===== config.mk =====
export PLATFORM = sky130hd
export DESIGN_NAME = alu_control_md
export DESIGN_NICKNAME = d
export VERILOG_FILES = /design/src/rtl/alu_control_md.sv
export SDC_FILE = /design/constraint.sdc
export NUM_CORES = 1
export LEC_CHECK = 0
export ABC_AREA = 0
export ABC_CLOCK_PERIOD_IN_PS = 3350
export BUFFER_PORTS_ARGS = -buffer_cell sky130_fd_sc_hd__buf_2
export CAP_MARGIN = 30
export CORE_ASPECT_RATIO = 0.75
export CORE_MARGIN = 2
export CORE_UTILIZATION = 40
export DETAILED_ROUTE_END_ITERATION = 10
export PLACE_DENSITY = 0.64
export SYNTH_ARGS = -nofsm -noshare
export SYNTH_HDL_FRONTEND = slang
export SYNTH_SLANG_ARGS = --single-unit

===== constraint.sdc =====
create_clock -name clk -period 3.35 [get_ports clk]
set_input_delay 0.67 -clock clk [delete_from_list [all_inputs] [get_ports clk]]
set_output_delay 0.67 -clock clk [all_outputs]
set_load 0.1 [all_outputs]

===== src/rtl/alu_control_md.sv =====
// rtl/alu_control_md.sv - registered ALU control decoder with multi-cycle mult/div sequencer
module alu_control_md #(
    parameter int CTRL_W     = 4,
    parameter int MD_LATENCY = 32,
    parameter int CNT_W      = 6
) (
    input  logic              clk,
    input  logic              reset,
    input  logic              valid_in,
    input  logic [1:0]        ALUOp,
    input  logic [5:0]        funct,
    output logic [CTRL_W-1:0] ALU_control,
    output logic              ctrl_valid,
    output logic              illegal,
    output logic              md_start,
    output logic [1:0]        md_op,
    output logic              md_busy,
    output logic              md_done,
    output logic              stall
);

    typedef enum logic [1:0] {
        IDLE = 2'b00,
        BUSY = 2'b01,
        DONE = 2'b10
    } state_t;

    state_t            state_q;
    logic [CNT_W-1:0]  cnt_q;
    logic [CTRL_W-1:0] alu_ctrl_q;
    logic              ctrl_valid_q;
    logic              illegal_q;
    logic              md_start_q;
    logic [1:0]        md_op_q;
    logic              md_busy_q;
    logic              md_done_q;

    // decoded select for the current inputs; defaults keep the select free of X
    logic [3:0]        dec_ctrl_d;
    logic              dec_md_d;
    logic              dec_illegal_d;

    // Combinational decode of ALUOp/funct into ALU select, mult/div and illegal flags
    always_comb begin
        dec_ctrl_d    = 4'b0010;
        dec_md_d      = 1'b0;
        dec_illegal_d = 1'b0;
        case (ALUOp)
            2'b00: dec_ctrl_d = 4'b0010;
            2'b01: dec_ctrl_d = 4'b0110;
            2'b11: dec_ctrl_d = 4'b0001;
            default: begin
                case (funct)
                    6'b100100: dec_ctrl_d = 4'b0000;
                    6'b100101: dec_ctrl_d = 4'b0001;
                    6'b100000,
                    6'b100001: dec_ctrl_d = 4'b0010;
                    6'b100010,
                    6'b100011: dec_ctrl_d = 4'b0110;
                    6'b101010: dec_ctrl_d = 4'b0111;
                    6'b101011: dec_ctrl_d = 4'b1000;
                    6'b100110: dec_ctrl_d = 4'b0011;
                    6'b100111: dec_ctrl_d = 4'b1100;
                    6'b000000: dec_ctrl_d = 4'b0100;
                    6'b000010: dec_ctrl_d = 4'b0101;
                    6'b000011: dec_ctrl_d = 4'b1001;
                    6'b011000,
                    6'b011001,
                    6'b011010,
                    6'b011011: dec_md_d = 1'b1;
                    default: begin
                        dec_ctrl_d    = 4'b1111;
                        dec_illegal_d = 1'b1;
                    end
                endcase
            end
        endcase
    end

    // Sequencer FSM with registered outputs; DONE behaves like IDLE for new inputs
    always_ff @(posedge clk) begin
        if (reset) begin
            state_q      <= IDLE;
            cnt_q        <= '0;
            alu_ctrl_q   <= '0;
            ctrl_valid_q <= 1'b0;
            illegal_q    <= 1'b0;
            md_start_q   <= 1'b0;
            md_op_q      <= 2'b00;
            md_busy_q    <= 1'b0;
            md_done_q    <= 1'b0;
        end else begin
            ctrl_valid_q <= 1'b0;
            illegal_q    <= 1'b0;
            md_start_q   <= 1'b0;
            md_done_q    <= 1'b0;
            case (state_q)
                IDLE, DONE: begin
                    state_q   <= IDLE;
                    md_busy_q <= 1'b0;
                    if (valid_in) begin
                        if (dec_md_d) begin
                            state_q    <= BUSY;
                            md_start_q <= 1'b1;
                            md_busy_q  <= 1'b1;
                            md_op_q    <= funct[1:0];
                            cnt_q      <= CNT_W'(MD_LATENCY - 1);
                        end else begin
                            alu_ctrl_q   <= CTRL_W'(dec_ctrl_d);
                            ctrl_valid_q <= 1'b1;
                            illegal_q    <= dec_illegal_d;
                        end
                    end
                end
                BUSY: begin
                    // last busy cycle is the one where the counter reads zero
                    if (cnt_q == '0) begin
                        state_q   <= DONE;
                        md_busy_q <= 1'b0;
                        md_done_q <= 1'b1;
                    end else begin
                        cnt_q <= cnt_q - 1'b1;
                    end
                end
                default: begin
                    state_q   <= IDLE;
                    md_busy_q <= 1'b0;
                end
            endcase
        end
    end

    assign ALU_control = alu_ctrl_q;
    assign ctrl_valid  = ctrl_valid_q;
    assign illegal     = illegal_q;
    assign md_start    = md_start_q;
    assign md_op       = md_op_q;
    assign md_busy     = md_busy_q;
    assign md_done     = md_done_q;
    assign stall       = md_busy_q;

endmodule


# ---- After elaboration in Yosys (flattened, before gate mapping)
# Cells that the tools add are included.
dict set report word_totals {
  word_cells 75
  reg_bits 19
}
dict set report op_classes {
  n_eq_ne 24
  reduce_logical 18
  n_bitwise 4
  add_sub_neg 1
  mux 19
}
# operator count
set op_table {}
lappend op_table {{6-bit equality test, second input constant} 10}
lappend op_table {{4-bit one-hot mux with 11 select lines} 1}
lappend op_table {{6-bit by 5-bit equality test with 1-bit output, second input constant} 4}
lappend op_table {{6-bit 2-to-1 mux} 3}
lappend op_table {{17-bit OR reduction} 1}
lappend op_table {{6-bit by 2-bit equality test with 1-bit output, second input constant} 2}
lappend op_table {{6-bit zero test} 2}
lappend op_table {{4-bit one-hot mux with 3 select lines} 1}
lappend op_table {{6-bit one-hot mux with 2 select lines} 1}
lappend op_table {{1-bit 2-to-1 mux} 10}
lappend op_table {{2-bit inequality test, second input constant} 4}
lappend op_table {{2-bit OR reduction} 4}
lappend op_table {{7-bit OR reduction} 1}
lappend op_table {{3-bit AND reduction} 2}
lappend op_table {{3-bit OR reduction} 2}
lappend op_table {{6-bit OR reduction} 1}
lappend op_table {{6-bit by 1-bit subtractor with 6-bit output, second input constant} 1}
lappend op_table {{2-bit by 1-bit equality test with 1-bit output, second input constant} 2}
lappend op_table {{2-bit equality test, second input constant} 2}
lappend op_table {{2-bit zero test} 2}
lappend op_table {{1-bit inverter} 4}
lappend op_table {{2-bit one-hot mux with 2 select lines} 1}
lappend op_table {{4-bit AND reduction} 1}
lappend op_table {{4-bit OR reduction} 1}
lappend op_table {{3 further kinds} 3}

# ---- Logic depth before layout (Yosys ltp)
# Gate-level depths: netlist of the first run.
dict set report depth {
  depth_word 7
  mapped_depth 6
}

# ---- Worst setup path after synthesis of the first run
# OpenSTA, ideal clock, no wires.
dict set report synth_path {
  kind {register to register}
  from {reg, netlist name md_busy}
  to {reg cnt_q[4]}
  path_slack_ns 1.109
  arrival_ns 2.167
  required_time_ns 3.276
  path_buffers 0
  setup_time_ns 0.074
  path_stages_with_launch 6
  synth_period_minus_slack_ns 2.241
  path_cell_list {dfxtp_1 -> nand2b_1 -> a31oi_4 -> nand2_1 -> or4_1 -> a31oi_1}
}
# element line
set synth_rtl {}
lappend synth_rtl {{end signal, assigned} 107} ;# cnt_q <= CNT_W'(MD_LATENCY - 1);
lappend synth_rtl {{end signal, assigned} 122} ;# cnt_q <= cnt_q - 1'b1;
lappend synth_rtl {{end, declared} 29} ;# logic [CNT_W-1:0] cnt_q;

# ---- Worst setup path in the final report of the first run
dict set report layout_path {
  from {reg md_busy_q (netlist: md_busy)}
  to {out md_busy}
}
# element line
set layout_rtl {}
lappend layout_rtl {{start, declared} 35} ;# logic md_busy_q;
lappend layout_rtl {{start signal, assigned} 90} ;# md_busy_q <= 1'b0;
lappend layout_rtl {{start signal, assigned} 100} ;# md_busy_q <= 1'b0;
lappend layout_rtl {{start signal, assigned} 105} ;# md_busy_q <= 1'b1;
lappend layout_rtl {{end, declared} 17} ;# output logic md_busy,
# No word-level cell between the ends.

==> impl_metrics.env, run 1 <==
export IMPL_pre_cts_ws_ns=1.18
export IMPL_crit_required_ns=2.68
export IMPL_ys_warn_count=0
export IMPL_synth_yosys_seq_area_share_pct=38.3
export IMPL_htreeDepth=1
export IMPL_slowest_stage="buf_2"
export IMPL_fin_skew_ns=0.00474
export IMPL_worstPathArrival_ns=1.18
export IMPL_powerDensity_nw_per_um2=396
export IMPL_postCtsSetupBuffers=0
export IMPL_maxSlewViolCount=0
export IMPL_postCtsHoldBufs=0
export IMPL_layout_setup_ws_ns=1.50
export IMPL_grtUsageTotal_pct=15.2
export IMPL_drive_gt1_share_pct=22.2
export IMPL_cts_buffers=3
export IMPL_max_vdd_ir_drop_v=0.000272
export IMPL_fmax_ghz=0.540
export IMPL_drt_wl_total_um=1940
export IMPL_num_vias=857
export IMPL_drv_cap=0
export IMPL_post_cts_resized=0
export IMPL_worstPathMaxFanout=6
export IMPL_worstSetupEndpointType="output port"
export IMPL_yosys_most_used_dff="dfxtp_1"
export IMPL_die_area_um2=2760
export IMPL_die_w_um=60.0
export IMPL_grt_pass1_vias=713
export IMPL_period_share_pct=55.3
export IMPL_async_flop_share_pct=0
export IMPL_vias_per_cell=5.07
export IMPL_final_setup_viol_count=0
export IMPL_cp_top_family="buffers and inverters"
export IMPL_gp_congestion=0.886
export IMPL_dpl_hpwl_um=1470
export IMPL_final_cell_mix="22 x buf_2, 18 x dfxtp_1, 12 x a21oi_1, 12 x nor2_1, 10 x inv_1"
export IMPL_n_fill_cell=235
export IMPL_finalCoreUtilization_pct=48.3
export IMPL_status="completed"
export IMPL_synth_distinct_cells=34
export IMPL_tns_ns=0
export IMPL_start_util_pct=41.4
export IMPL_whs_ns=0.471
export IMPL_io_pins=23
export IMPL_grt_util_met3_pct=5.11
export IMPL_area_delta_synth_final_pct=16.6
export IMPL_max_slew_margin_pct=67.9
export IMPL_antenna_found_initial=0
export IMPL_grt_use_met2_pct=22.2
export IMPL_critPathMaxStageDelay_ns=0.46
export IMPL_worstHoldPathCells=2
export IMPL_fin_crit_ns=1.85
export IMPL_cp_start_kind="register"
export IMPL_first_iter_violations=42
export IMPL_leakagePower_nw=0.470
export IMPL_core_rowCount=15
export IMPL_crit_path_cell_trace="buf_2"
export IMPL_clk_latency_ns=0.30
export IMPL_die_h_um=46.0
export IMPL_use_met1_pct=21.4
export IMPL_portBuffers=22
export IMPL_nets=149
export IMPL_cts_sinks=18
export IMPL_first_pass_iters=5
export IMPL_postSynthCellCount=116
export IMPL_mappedNetlistArea_um2=940
export IMPL_grt_setup_unrepaired="false"
export IMPL_crit_cells=1
export IMPL_top_usage_layer="met2"
export IMPL_grt_ovfl_total=0
export IMPL_hold_violations=0
export IMPL_syn_nets=129
export IMPL_path_buf_inv=1
export IMPL_synth_edf_count=0
export IMPL_avgSynthCellArea_um2=8.10
export IMPL_cts_max_path_buffers=2
export IMPL_grt_max_degree=20
export IMPL_final_antenna_net_count=0
export IMPL_clk_pin_slew_ns=0.10
export IMPL_ys_ff_latch=18
export IMPL_post_drt_wl_per_cell_um=11.5
export IMPL_cts_root_buffer="clkbuf_4"
export IMPL_worstHoldPathType="register to register"
export IMPL_final_common_cell="buf_2"
export IMPL_grt_pass1_wl_um=3110
export IMPL_worst_r2r_cell_count=6
export IMPL_worst_pin_slew_ns=0.475
export IMPL_drc=0
export IMPL_critical_path_class="register to output port"
export IMPL_tritoncts="built"
export IMPL_design_core_area_um2=2270
export IMPL_antenna_cells=0
area by class of cell:
type                    count  area, um2  share of cell area (%)
repair buffers             22        110                    10.0
flip-flops and latches     18        360                    32.9
well taps                  34       42.5                    3.88
inverters                  10       37.5                    3.42
multi-input cells          81        509                    46.5
clock buffers               4       36.3                    3.31
routing by layer:
metal  vias up  routed length (um)
met3         4                 110
met1       384                 977
li1        449                   -
met5         -                   0
met4         0                  17
met2        20                 838
cell families (layout without fill, tap and decap cells):
logic type               after synthesis  in the layout  share of synthesized area (%)
AND/OR/NAND/NOR                       42             42                           24.0
AO/OA/AOI/OAI                         31             31                           21.7
flip-flops                            18             18                           38.3
buffers and inverters                 17             36                           7.46
XOR/XNOR                               4              4                           3.73
adder cells (fa/ha/maj)                2              2                           2.66
multiplexers                           2              2                           2.13
stage by stage:
stage,cell area [um2],total power [mW],std cells
floorplan,940,0.287,116
global placement,1060,0.304,165
detailed placement,1060,0.306,165
CTS,1100,0.440,169
global route,1100,0.457,169
finish,1100,0.435,169
power breakdown:
part / total [mW] / switching, mW / internal, mW
Sequential: 0.221 / 0.00220 / 0.219
Clock: 0.134 / 0.0676 / 0.0664
Combinational: 0.0798 / 0.0604 / 0.0193
Total: 0.435 / 0.130 / 0.304
worst paths after layout:
path                  startpoint              to  slack (ns)
setup / recovery         md_busy         md_busy        1.50
hold / removal    ALU_control[3]  ALU_control[3]        0.47
setup reg to reg        cnt_q[0]        cnt_q[4]        1.62
hold reg to reg   ALU_control[3]  ALU_control[3]        0.47
synth_stat cells (2+ instances only):
library cell | n | area [um2]
clkbuf_1 | 3 | 11.3
nor3_1 | 6 | 30.0
xor2_1 | 3 | 26.3
nand2_1 | 4 | 15.0
inv_1 | 10 | 37.5
and3_1 | 2 | 12.5
nand2b_1 | 6 | 37.5
o21ai_0 | 5 | 25.0
nor2_1 | 12 | 45.0
nand3_1 | 3 | 15.0
buf_2 | 2 | 10.0
nor4_1 | 2 | 12.5
nand3b_1 | 2 | 15.0
mux2i_1 | 2 | 20.0
dfxtp_1 | 18 | 360
a21oi_1 | 12 | 60.1
or4_1 | 2 | 15.0
ha_1 | 2 | 25.0
a31oi_1 | 5 | 31.3
state kept, by name, summed over array words and instances, names as in the netlist:
name / count
state_q: 1
md_busy: 1
md_done: 1
md_op: 2
cnt_q: 6
illegal: 1
ALU_control: 4
md_start: 1
ctrl_valid: 1
Power figures use the tool's default switching activity.
==> run 2: changes to the inputs <==
--- a/config.mk
+++ b/config.mk
@@ -6,14 +6,14 @@
 export NUM_CORES = 1
 export LEC_CHECK = 0
 export ABC_AREA = 0
-export ABC_CLOCK_PERIOD_IN_PS = 3350
+export ABC_CLOCK_PERIOD_IN_PS = 1600
 export BUFFER_PORTS_ARGS = -buffer_cell sky130_fd_sc_hd__buf_2
 export CAP_MARGIN = 30
 export CORE_ASPECT_RATIO = 0.75
 export CORE_MARGIN = 2
 export CORE_UTILIZATION = 40
 export DETAILED_ROUTE_END_ITERATION = 10
-export PLACE_DENSITY = 0.64
+export PLACE_DENSITY = 0.66
 export SYNTH_ARGS = -nofsm -noshare
 export SYNTH_HDL_FRONTEND = slang
 export SYNTH_SLANG_ARGS = --single-unit
==> constraint.sdc (replaced) <==
create_clock -name clk -period 1.6 [get_ports clk]
set_input_delay 0.32 -clock clk [delete_from_list [all_inputs] [get_ports clk]]
set_output_delay 0.32 -clock clk [all_outputs]
set_load 0.1 [all_outputs]
==> impl_metrics.env, run 2 (same netlist as run 1, synthesis figures left out) <==
export IMPL_clk_latency_ns=0.29
export IMPL_rrSetupSlack_ns=0.15
export IMPL_grt_pass1_vias=804
export IMPL_worstHoldPathType="input pin to register"
export IMPL_fin_crit_ns=1.45
export IMPL_worstSetupEndpoint="cnt_q[4]"
export IMPL_leakagePower_nw=0.552
export IMPL_drive_gt1_share_pct=34.2
export IMPL_largest_reg_flops=6
export IMPL_cp_start_kind="register"
export IMPL_worstPathMaxFanout=7
export IMPL_r2r_end="cnt_q[4]"
export IMPL_rr_startpoint="md_busy"
export IMPL_nets=166
export IMPL_critical_path_class="register to register"
export IMPL_cts_sinks=18
export IMPL_final_common_cell="buf_2"
export IMPL_htreeDepth=1
export IMPL_max_slew_margin_pct=68.3
export IMPL_io_pins=23
export IMPL_powerDensity_nw_per_um2=747
export IMPL_gp_congestion=0.829
export IMPL_drv_cap=0
export IMPL_clk_pin_slew_ns=0.10
export IMPL_routed_top_layer="met4"
export IMPL_period_share_pct=90.5
export IMPL_tritoncts="built"
export IMPL_first_pass_iters=4
export IMPL_post_drt_wl_per_cell_um=11.4
export IMPL_first_iter_violations=35
export IMPL_worst_r2r_cell_count=3
export IMPL_grt_setup_unrepaired="false"
export IMPL_fin_skew_ns=0.00372
export IMPL_worstSetupEndpointType="register"
export IMPL_seqCellArea_um2=367
export IMPL_die_area_um2=2760
export IMPL_worst_pin_slew_ns=0.470
export IMPL_top_register="cnt_q"
export IMPL_die_w_um=60.0
export IMPL_crit_required_ns=1.82
export IMPL_fmax_ghz=0.690
export IMPL_met1Wirelength_um=1130
export IMPL_wl_met2_um=876
export IMPL_die_h_um=46.0
export IMPL_grt_pass1_wl_um=3610
export IMPL_vias_per_cell=5.06
export IMPL_fin_area_um2=1240
export IMPL_place_area_um2=1190
export IMPL_dpl_hpwl_um=1640
export IMPL_cts_root_buffer="clkbuf_4"
export IMPL_drc=0
export IMPL_grtUsageTotal_pct=17.4
export IMPL_core_rowCount=15
export IMPL_final_antenna_net_count=0
export IMPL_pre_cts_ws_ns=-0.0178
export IMPL_cts_max_path_buffers=2
export IMPL_grt_max_degree=20
export IMPL_wl_met3_um=99
export IMPL_status="completed"
export IMPL_tns_ns=0
export IMPL_max_vdd_ir_drop_v=0.000296
export IMPL_hold_violations=0
export IMPL_start_util_pct=41.4
export IMPL_multiInputGateArea_um2=519
export IMPL_worstPathArrival_ns=1.66
export IMPL_grt_ovfl_total=0
export IMPL_final_cell_mix="22 x buf_2, 17 x buf_4, 15 x dfxtp_1"
export IMPL_maxSlewViolCount=0
export IMPL_final_setup_viol_count=0
export IMPL_area_delta_synth_final_pct=32.0
export IMPL_num_vias=942
export IMPL_portBuffers=22
export IMPL_layout_setup_ws_ns=0.152
export IMPL_worstSetupStartpoint="md_busy"
export IMPL_n_fill_cell=218
export IMPL_cts_buffers=3
export IMPL_design_core_area_um2=2270
export IMPL_antenna_found_initial=0
export IMPL_worstHoldPathCells=3
export IMPL_drt_wl_total_um=2120
export IMPL_antenna_cells=0
==> run 2: changes by cell type in the layout (fill, tap and decap cells not counted), sizes merged <==
| cell | before | now |
|---|---|---|
| buf | 22 | 39 |
==> run 2: metal layers <==
layer / vias up / global-route usage [%]
met1: 424 / 25.9
met4: 0 / 4.89
met2: 26 / 25.2
met5: - / 0
met3: 2 / 3.41
li1: 490 / -
==> run 2: area by class of cell <==
type,instances,share of cell area [%]
Clock buffer,4,2.93
Multi-Input combinational cell,81,41.9
Timing Repair Buffer,39,19.2
Inverter,10,3.03
Sequential cell,18,29.6
Tap cell,34,3.43
==> run 2: report_power, final <==
group          leakage (nW)  total [mW]  internal, mW  switching (mW)
sequential            0.148       0.460         0.456         0.00442
clock                0.0210       0.272         0.139           0.133
combinational         0.383       0.194        0.0605           0.134
total                 0.552       0.926         0.655           0.271
==> run 2: worst min path at each step <==
stage | from | end
final | ALUOp[1] | ALU_control[0]
after floorplan | cnt_q[4] | cnt_q[4]
after global routing | ALUOp[1] | ALU_control[0]
after CTS | ALUOp[1] | ALU_control[0]
after global placement | ALU_control[3] | ALU_control[3]
after detailed placement | ALU_control[3] | ALU_control[3]
==> run 2: per-stage QoR <==
stage                     power [mW]  std cells  hold slack [ns]  util (%)
after floorplan                0.600        116            0.477         -
after global placement         0.660        181            0.440      52.5
after detailed placement       0.662        181            0.458      52.5
after CTS                      0.933        185            0.351      54.0
after global routing           0.972        186            0.357      54.6
final                          0.926        186            0.362      54.6
==> run 2: worst max-delay path, cell delays in order, from the launching register on <==
cell,delay (ns)
dfxtp_4,0.38
or4_1,0.63
buf_4,0.21
a31oi_1,0.16
==> run 2: repair_timing <==
action | in CTS | in global routing
endpoints found under the setup margin | 0 | 2
hold buffers | 0 | 0
endpoints found under the hold margin | 0 | 0
buffers inserted | 0 | 1
resized for setup | 0 | 3
==> run 3: changes to the inputs <==
--- a/config.mk
+++ b/config.mk
@@ -6,14 +6,15 @@
 export NUM_CORES = 1
 export LEC_CHECK = 0
 export ABC_AREA = 0
-export ABC_CLOCK_PERIOD_IN_PS = 1600
+export ABC_CLOCK_PERIOD_IN_PS = 1800
 export BUFFER_PORTS_ARGS = -buffer_cell sky130_fd_sc_hd__buf_2
 export CAP_MARGIN = 30
 export CORE_ASPECT_RATIO = 0.75
 export CORE_MARGIN = 2
 export CORE_UTILIZATION = 40
 export DETAILED_ROUTE_END_ITERATION = 10
-export PLACE_DENSITY = 0.66
+export GPL_ROUTABILITY_DRIVEN = 0
+export PLACE_DENSITY = 0.64
 export SYNTH_ARGS = -nofsm -noshare
 export SYNTH_HDL_FRONTEND = slang
 export SYNTH_SLANG_ARGS = --single-unit
==> constraint.sdc (replaced) <==
create_clock -name clk -period 1.8 [get_ports clk]
set_input_delay 0.36 -clock clk [delete_from_list [all_inputs] [get_ports clk]]
set_output_delay 0.36 -clock clk [all_outputs]
set_load 0.1 [all_outputs]
==> impl_metrics.env, run 3 (same netlist as run 1, synthesis figures left out) <==
export IMPL_final_cell_mix="22 x buf_2, 17 x dfxtp_1, 12 x a21oi_1, 12 x nor2_1, 10 x inv_1"
export IMPL_cts_sinks=18
export IMPL_hold_path_endpoint="ALU_control[0]"
export IMPL_tns_ns=0
export IMPL_multiInputGateArea_um2=509
export IMPL_worstPathArrival_ns=1.83
export IMPL_post_cts_resized=0
export IMPL_critical_path_class="register to register"
export IMPL_start_util_pct=41.4
export IMPL_crit_path_cell_trace="inv_1 > ha_1 > a31oi_4 > nand2_1 > or4_1 > a31oi_1"
export IMPL_seqCellArea_um2=364
export IMPL_drv_cap=0
export IMPL_die_area_um2=2760
export IMPL_worstPathMaxFanout=3
export IMPL_hold_violations=0
export IMPL_r2r_end="cnt_q[4]"
export IMPL_worstSetupEndpointType="register"
export IMPL_cts_root_buffer="clkbuf_4"
export IMPL_grt_max_degree=20
export IMPL_final_antenna_net_count=0
export IMPL_grt_pass1_wl_um=3440
export IMPL_leakagePower_nw=0.498
export IMPL_post_drt_wl_per_cell_um=11.7
export IMPL_nets=156
export IMPL_critPathMaxStageDelay_ns=0.42
export IMPL_io_pins=23
export IMPL_first_pass_iters=4
export IMPL_final_setup_viol_count=0
export IMPL_cts_max_path_buffers=2
export IMPL_cp_start_kind="register"
export IMPL_drc=0
export IMPL_rr_startpoint="cnt_q[0]"
export IMPL_worstHoldPathCells=3
export IMPL_worst_pin_slew_ns=0.487
export IMPL_core_rowCount=15
export IMPL_max_slew_margin_pct=67.1
export IMPL_rrSetupSlack_ns=0.19
export IMPL_largest_reg_flops=6
export IMPL_htreeDepth=1
export IMPL_fin_skew_ns=0.00690
export IMPL_cts_buffers=3
export IMPL_period_share_pct=89.6
export IMPL_status="completed"
export IMPL_tritoncts="built"
export IMPL_worstHoldPathType="input pin to register"
export IMPL_grtUsageTotal_pct=16.8
export IMPL_slowest_stage="or4_1"
export IMPL_final_common_cell="buf_2"
export IMPL_worstSetupStartpoint="cnt_q[0]"
export IMPL_first_iter_violations=34
export IMPL_grt_pass1_vias=776
export IMPL_die_w_um=60.0
export IMPL_grt_ovfl_total=0
export IMPL_portBuffers=22
export IMPL_hp_start="ALUOp[1]"
export IMPL_drive_gt1_share_pct=26.1
export IMPL_area_delta_synth_final_pct=21.6
export IMPL_n_fill_cell=236
export IMPL_maxSlewViolCount=0
export IMPL_dpl_hpwl_um=1600
export IMPL_die_h_um=46.0
export IMPL_antenna_found_initial=0
export IMPL_postCtsHoldBufs=0
export IMPL_postCtsSetupBuffers=0
export IMPL_design_core_area_um2=2270
export IMPL_max_vdd_ir_drop_v=0.000424
export IMPL_clk_latency_ns=0.29
export IMPL_fmax_ghz=0.620
export IMPL_worst_r2r_cell_count=6
export IMPL_pre_cts_ws_ns=0.0759
export IMPL_layout_setup_ws_ns=0.188
export IMPL_clk_pin_slew_ns=0.10
export IMPL_grt_setup_unrepaired="false"
export IMPL_num_vias=903
export IMPL_antenna_cells=0
export IMPL_fin_crit_ns=1.61
export IMPL_drt_wl_total_um=2060
export IMPL_powerDensity_nw_per_um2=671
export IMPL_vias_per_cell=5.13
export IMPL_top_register="cnt_q"
export IMPL_crit_required_ns=2.01
[run 3: cell count changes in the layout (fill, tap and decap cells not counted)]
cell | previous run | this run
buf_4 | 17 | 7
dfxtp_1 | 15 | 17
dfxtp_2 | 2 | 0
clkbuf_1 | 0 | 1
clkbuf_8 | 1 | 0
ha_1 | 1 | 2
ha_2 | 1 | 0
nand2b_1 | 5 | 6
nand2b_4 | 1 | 0
[run 3: area by class of cell]
type | instances | share of cell area (%)
multi-input combinational | 81 | 44.6
sequential | 18 | 31.9
timing repair buffer | 29 | 14.2
tap | 34 | 3.72
inverter | 10 | 3.29
clock buffer | 4 | 2.30
[run 3: stage by stage]
step	cell area (um2)	power, mW	utilization [%]	hold slack, ns	std cells
global route	1140	0.812	50.3	0.408	176
floorplan	943	0.533	-	0.477	116
finish	1140	0.767	50.3	0.395	176
CTS	1140	0.780	50.3	0.386	176
global placement	1120	0.574	49.1	0.450	172
detailed placement	1120	0.576	49.1	0.455	172
[run 3: worst max path at each step]
stage / to / slack, ns / depth (start not counted)
after floorplan: cnt_q[4] / 0.14 / 5
after global placement: cnt_q[5] / 0.13 / 7
after detailed placement: cnt_q[5] / 0.08 / 7
after CTS: cnt_q[4] / 0.18 / 6
after global routing: cnt_q[4] / 0.09 / 6
final: cnt_q[4] / 0.19 / 6
[run 3: worst max-delay path: cells and delay by family (launching register included)]
family | cells | cell delay [ns]
AND/OR/NAND/NOR | 2 | 0.53
buffers and inverters | 1 | 0.07
adder cells (fa/ha/maj) | 1 | 0.24
flip-flops | 1 | 0.37
AO/OA/AOI/OAI | 2 | 0.33
[run 3: routing by layer]
layer	share of wire [%]	wire (um)	up-vias	global-route usage (%)
met5	0	0	-	0
li1	-	-	461	-
met4	0.68	14	0	4.00
met2	41	835	25	23.9
met1	52	1080	415	24.2
met3	6.1	126	2	5.68
[run 3: power by group]
part	total [mW]	internal, mW	leakage (nW)	switching, mW
Clock	0.200	0.0861	0.0150	0.114
Combinational	0.158	0.0433	0.336	0.115
Sequential	0.409	0.405	0.147	0.00424
